==> config.mk <==
export PLATFORM = sky130hd
export DESIGN_NAME = uart_line_buffer_flat
export DESIGN_NICKNAME = d
export VERILOG_FILES = /design/src/rtl/uart_line_buffer_if.sv /design/src/rtl/uart_line_buffer.sv /design/src/flat_wrapper.sv
export SDC_FILE = /design/constraint.sdc
export NUM_CORES = 1
export LEC_CHECK = 0
export ABC_AREA = 1
export CAP_MARGIN = 40
export CORE_ASPECT_RATIO = 1.5
export CORE_UTILIZATION = 45
export DETAILED_ROUTE_END_ITERATION = 7
export SLEW_MARGIN = 30
export SYNTH_ARGS = -nofsm -noshare
export SYNTH_HDL_FRONTEND = slang
export SYNTH_SLANG_ARGS = --single-unit
==> constraint.sdc <==
create_clock -name clk -period 2.6 [get_ports clk]
set_input_delay 0.26 -clock clk [delete_from_list [all_inputs] [get_ports clk]]
set_output_delay 0.26 -clock clk [all_outputs]
set_load 0.02 [all_outputs]
==> src/rtl/uart_line_buffer_if.sv <==
// Byte handshake bundle for the UART line buffer.
// The slave side is the buffer; the master side feeds rx and sinks tx.
interface uart_line_buffer_if;
    logic [7:0] rx_data;
    logic       rx_valid;
    logic [7:0] tx_data;
    logic       tx_valid;
    logic       tx_ready;
    logic       busy;
    logic       rx_drop;

    modport slave (
        input  rx_data,
        input  rx_valid,
        input  tx_ready,
        output tx_data,
        output tx_valid,
        output busy,
        output rx_drop
    );

    modport master (
        output rx_data,
        output rx_valid,
        output tx_ready,
        input  tx_data,
        input  tx_valid,
        input  busy,
        input  rx_drop
    );
endinterface

==> src/rtl/uart_line_buffer.sv <==
// Collects rx bytes into a line, then replays the line plus CR LF on tx.
// Bytes arriving while full or replaying are dropped and flagged.
module uart_line_buffer #(
    parameter  int DEPTH = 64,
    localparam int AW    = $clog2(DEPTH)
) (
    input  logic                clk,
    input  logic                rst_n,
    uart_line_buffer_if.slave   bus
);

    typedef enum logic [2:0] {
        COLLECT,
        FETCH,
        SEND,
        CR,
        LF
    } state_t;

    localparam logic [AW:0] FULL = (AW+1)'(DEPTH);

    state_t      state_q, state_d;
    logic [AW:0] count_q, count_d;
    logic [AW:0] rd_ptr_q, rd_ptr_d;
    logic [7:0]  tx_data_q, tx_data_d;
    logic        tx_valid_q, tx_valid_d;
    logic        drop_q, drop_d;
    logic        mem_we;
    logic        rd_load;
    logic        is_term;
    logic        busy;

    logic [7:0]  mem [DEPTH];

    assign is_term = (bus.rx_data == 8'h0D) ||
                     (bus.rx_data == 8'h0A);
    assign busy    = (state_q != COLLECT);

    always_comb begin
        state_d    = state_q;
        count_d    = count_q;
        rd_ptr_d   = rd_ptr_q;
        tx_data_d  = tx_data_q;
        tx_valid_d = tx_valid_q;
        mem_we     = 1'b0;
        rd_load    = 1'b0;
        // every strobe outside COLLECT is lost, terminators included
        drop_d     = bus.rx_valid && busy;

        unique case (state_q)
            COLLECT: begin
                if (bus.rx_valid && !is_term) begin
                    if (count_q == FULL) begin
                        drop_d = 1'b1;
                    end else begin
                        mem_we  = 1'b1;
                        count_d = count_q + 1'b1;
                    end
                end else if (bus.rx_valid && count_q != '0) begin
                    rd_ptr_d = '0;
                    state_d  = FETCH;
                end
            end
            FETCH: begin
                rd_load    = 1'b1;
                tx_valid_d = 1'b1;
                state_d    = SEND;
            end
            SEND: begin
                if (bus.tx_ready) begin
                    if (rd_ptr_q == count_q - 1'b1) begin
                        tx_data_d = 8'h0D;
                        state_d   = CR;
                    end else begin
                        rd_ptr_d   = rd_ptr_q + 1'b1;
                        tx_valid_d = 1'b0;
                        state_d    = FETCH;
                    end
                end
            end
            CR: begin
                if (bus.tx_ready) begin
                    tx_data_d = 8'h0A;
                    state_d   = LF;
                end
            end
            LF: begin
                if (bus.tx_ready) begin
                    tx_valid_d = 1'b0;
                    tx_data_d  = 8'h00;
                    count_d    = '0;
                    state_d    = COLLECT;
                end
            end
            default: begin
                state_d = COLLECT;
            end
        endcase
    end

    // storage is deliberately left out of reset
    always_ff @(posedge clk) begin
        if (mem_we) begin
            mem[count_q[AW-1:0]] <= bus.rx_data;
        end
    end

    always_ff @(posedge clk or negedge rst_n) begin
        if (!rst_n) begin
            state_q    <= COLLECT;
            count_q    <= '0;
            rd_ptr_q   <= '0;
            tx_data_q  <= 8'h00;
            tx_valid_q <= 1'b0;
            drop_q     <= 1'b0;
        end else begin
            state_q    <= state_d;
            count_q    <= count_d;
            rd_ptr_q   <= rd_ptr_d;
            tx_valid_q <= tx_valid_d;
            drop_q     <= drop_d;
            if (rd_load) begin
                tx_data_q <= mem[rd_ptr_q[AW-1:0]];
            end else begin
                tx_data_q <= tx_data_d;
            end
        end
    end

    assign bus.tx_data  = tx_data_q;
    assign bus.tx_valid = tx_valid_q;
    assign bus.busy     = busy;
    assign bus.rx_drop  = drop_q;

endmodule

==> src/flat_wrapper.sv <==
// flat-port wrapper written by rule: the top's interface ports become plain ports
module uart_line_buffer_flat 
#(
    parameter  int DEPTH = 64,
    localparam int AW    = $clog2(DEPTH)
)
  (clk, rst_n, bus_rx_data, bus_rx_valid, bus_tx_ready, bus_tx_data, bus_tx_valid, bus_busy, bus_rx_drop);
  uart_line_buffer_if bus_i ();
  input  logic clk;
  input  logic rst_n;
  input wire logic [$bits(bus_i.rx_data)-1:0] bus_rx_data;
  input wire logic [$bits(bus_i.rx_valid)-1:0] bus_rx_valid;
  input wire logic [$bits(bus_i.tx_ready)-1:0] bus_tx_ready;
  output wire logic [$bits(bus_i.tx_data)-1:0] bus_tx_data;
  output wire logic [$bits(bus_i.tx_valid)-1:0] bus_tx_valid;
  output wire logic [$bits(bus_i.busy)-1:0] bus_busy;
  output wire logic [$bits(bus_i.rx_drop)-1:0] bus_rx_drop;
  assign bus_i.rx_data = bus_rx_data;
  assign bus_i.rx_valid = bus_rx_valid;
  assign bus_i.tx_ready = bus_tx_ready;
  assign bus_tx_data = bus_i.tx_data;
  assign bus_tx_valid = bus_i.tx_valid;
  assign bus_busy = bus_i.busy;
  assign bus_rx_drop = bus_i.rx_drop;
  uart_line_buffer #(.DEPTH(DEPTH)) u_core (.clk(clk), .rst_n(rst_n), .bus(bus_i));
endmodule
==> summary.md <==
| Metric | Value |
|---|---|
| Placed Cells | 2708 |
| Count leader, synth | edfxtp_1 |
| H-tree depth | 2 |
| Mapped Area | 22700 sq um |
| Clk pwr share | between 30% and 40% |
| Syn_area_per_cell | 11.3 sq um |
| Leakage | ~0.0094 uW |
| EDFF count, synth | 512 |
| Root buf cell | clkbuf_16 |
| Synth area leaders | edfxtp_1 (68%), nor2_1 (6.2%), nand2_1 (5.9%) |
| Die width | 185 microns |
| GRT overflow | 0 |
| Final worst clock skew | 0.0196 ns |
| Ratio of cells with drive above 1 in the final layout | 12.1% |
| Clock buffer depth | 3 |
| Die ar. | 51300 sq um |
| Synth top cells by count | edfxtp_1 (512), nor2_1 (376), nand2_1 (359) |
| Synthesized net count | just over 2k |
| Slew Limit Fails | 0 |
| Fmax | 407 MHz |
| Cell taking the most area after synthesis | edfxtp_1 |
| Main synth FF type | edfxtp_1 |
| CTS Buf Count | 48 |
| CP endpoint kind | output pin |
| Post-synth ARST share | 5.01% |
| Sequential power share | between 40% and 50% |
| Sw frac | 32.6% |
| Post-DRT Antenna Nets | 0 |
| Critical Path AT | 2.20 ns |
| IO Port Bufs | 22 |
| Clk slew on worst S/H paths | 0.07 ns |
| Post-Route Utilization | 52.3% |
| PwrDens | 916 nW/um^2 |
| Seq cells post-synth | 539 |
| Yosys warns | 0 |
| Routability cong. | slightly below 1 |
| Min cycle time layout | 2.46 ns |
| Switching Power | 7770 uW |
| First-pass GRT wire length | 94.3 mm |
| Rel. slew slack | between 30% and 40% |
| Worst VDD drop | 0.532 mV |
| Clock Latency Late Sink | 0.58 ns |
| CTS tree | yes |
| Post-CTS setup buffers | 0 |
| Row Count | 100 |
| Synth top area share | 67.9% |
| Initial DRC Count | 1279 |
| Pre-antenna DRT Iters | 5 |
| Initial antenna violation count | 1 |
| Layout Area Growth over Synthesis | 14.7% |
| Final non-filler cell total | 2799 |
| DP Wirelength | 41.1 mm |
| Crit Path Class | flop to output pin |
| Sequential share of the synthesized area | 70.9% |
| Cell Int Power | 16000 uW |
| Post-synthesis cell count | roughly 2k |
| Unrepaired setup endpoints after global routing | no |
| Logic gate share of total power | 26.9% |
| Post-DR vias/cell | between 5 and 6 |
| Die Height | roughly 280 microns |
| CP required | 2.34 ns |
| CP startpoint kind | flop |
| Clock Sinks | 539 |
| Gr usage total | 25.3% |
| Max-cap violation count | 0 |
| Status | completed |
| DRC viols | 0 |
| Vias in the first global route | 15.3k |
| Hold Path Class | input port to flop |
| WL/cell | roughly 23 microns |
| Final net count | 2112 |
| Worst Tran Pin Value | 0.906 ns |
| # IOs | 23 |
| Fin. Hold Viols | 0 |
| Via count | 15.4k |
| Routed WL | 64.0 mm |
| Setup_tns | 0 ns |
| Final period utilization | 94.6% |
| Yosys cell types | 40 |
| CORE AREA | 49700 sq um |
| Initial Utilization | 45.6% |
| Setup violators final | 0 |
| Largest net degree at the start of global routing | 85 |
| Worst-path fanout max | 5 |
-- power groups by stage --
stage | registers [uW] | clock network (uW) | logic (uW)
2_1_floorplan | 10100 | 0 | 3890
4_1_cts | 9930 | 7570 | 6370
3_3_place_gp | 10100 | 0 | 6320
5_1_grt | 9950 | 7890 | 6940
3_5_place_dp | 10100 | 0 | 6340
6_report | 9930 | 7470 | 6390
-- flip-flops by register name (all words and copies together), names as in the netlist --
name,cells
u_core.bus.tx_data,8
u_core.mem,512
u_core.count_q,7
u_core.rd_ptr_q,7
u_core.bus.tx_valid,1
u_core.bus.rx_drop,1
u_core.state_q,3
-- through the flow --
step                cell area (sq um)  total power [uW]  hold slack (ns)  worst slack, ns
floorplan                       22700             14000          -0.0356            0.333
global placement                24300             16400            0.467           -0.149
detailed placement              24300             16500            0.459          -0.0696
CTS                             25900             23900           0.0139          0.00115
global route                    26000             24800           0.0480           0.0172
finish                          26000             23800           0.0317            0.142
-- cell usage in the layout (no fill, tap or decap), drive strengths merged --
master and count:
o22ai 27, nand4 6, nand2 363, clkinv 21
ha 4, a21oi 23, inv 101, clkbuf 61
buf 144, xor2 6, edfxtp 512, diode 1
o21a 1, bufinv 8, dlygate4sd3 1, nor3 8
clkinvlp 3, a31oi 4, mux2i 1, clkdlybuf4s50 14
o221ai 4, xnor2 2, nor2 384, nand3 130
a21boi 1, o21ai 224, or2 7, dfrtp 27
o211ai 46, o21bai 2
-- cell type report --
class | instances | area [sq um]
fill | 4275 | 23700
sequential | 539 | 16100
multi-input combinational | 1243 | 5670
clock buffer | 61 | 1300
timing repair buffer | 159 | 1380
clock inverter | 28 | 349
tap | 663 | 830
inverter | 105 | 402
antenna | 1 | 2.50
-- worst max-delay path: stages, from the launching register on --
cell and delay [ns]:
dfrtp_1 0.44, nor2_2 0.24, inv_1 0.15, nor2_2 0.20, inv_1 0.07, clkdlybuf4s50_1 0.53
-- cells by family after synthesis --
family / synth area share (%)
simple gates: 16.1
flops: 70.9
mux: 0.0442
buf+inv: 4.32
fa+ha+maj: 0.221
xor+xnor: 0.309
compound gates: 8.16
-- layer usage --
layer	vias up	global-route usage, %	routed length (microns)
li1	7128	-	-
met2	576	44.6	33100
met4	0	14.5	3920
met5	-	0	0
met1	7554	29.9	24000
met3	172	2.37	2980
-- timing repair --
item                                    CTS  global route
endpoints found under the hold margin     1             0
hold buffers                              1             0
endpoints found under the setup margin    0           234
resized for setup                         0            17
-- final timing paths --
kind	from	to	slack, ns	depth (start not counted)
min	bus_rx_data[0]	u_core.mem[24][0]	0.03	2
min in group asynchronous	rst_n	u_core.rd_ptr_q[1]	0.07	2
max reg2reg	u_core.rd_ptr_q[0]	u_core.bus.tx_data[6]	0.18	10
max	u_core.state_q[2]	bus_busy	0.14	5
max in group asynchronous	rst_n	u_core.rd_ptr_q[0]	2.20	2
min reg2reg	u_core.bus.tx_valid	u_core.bus.tx_valid	0.47	2
No activity file was read; power rests on OpenSTA's default activity.
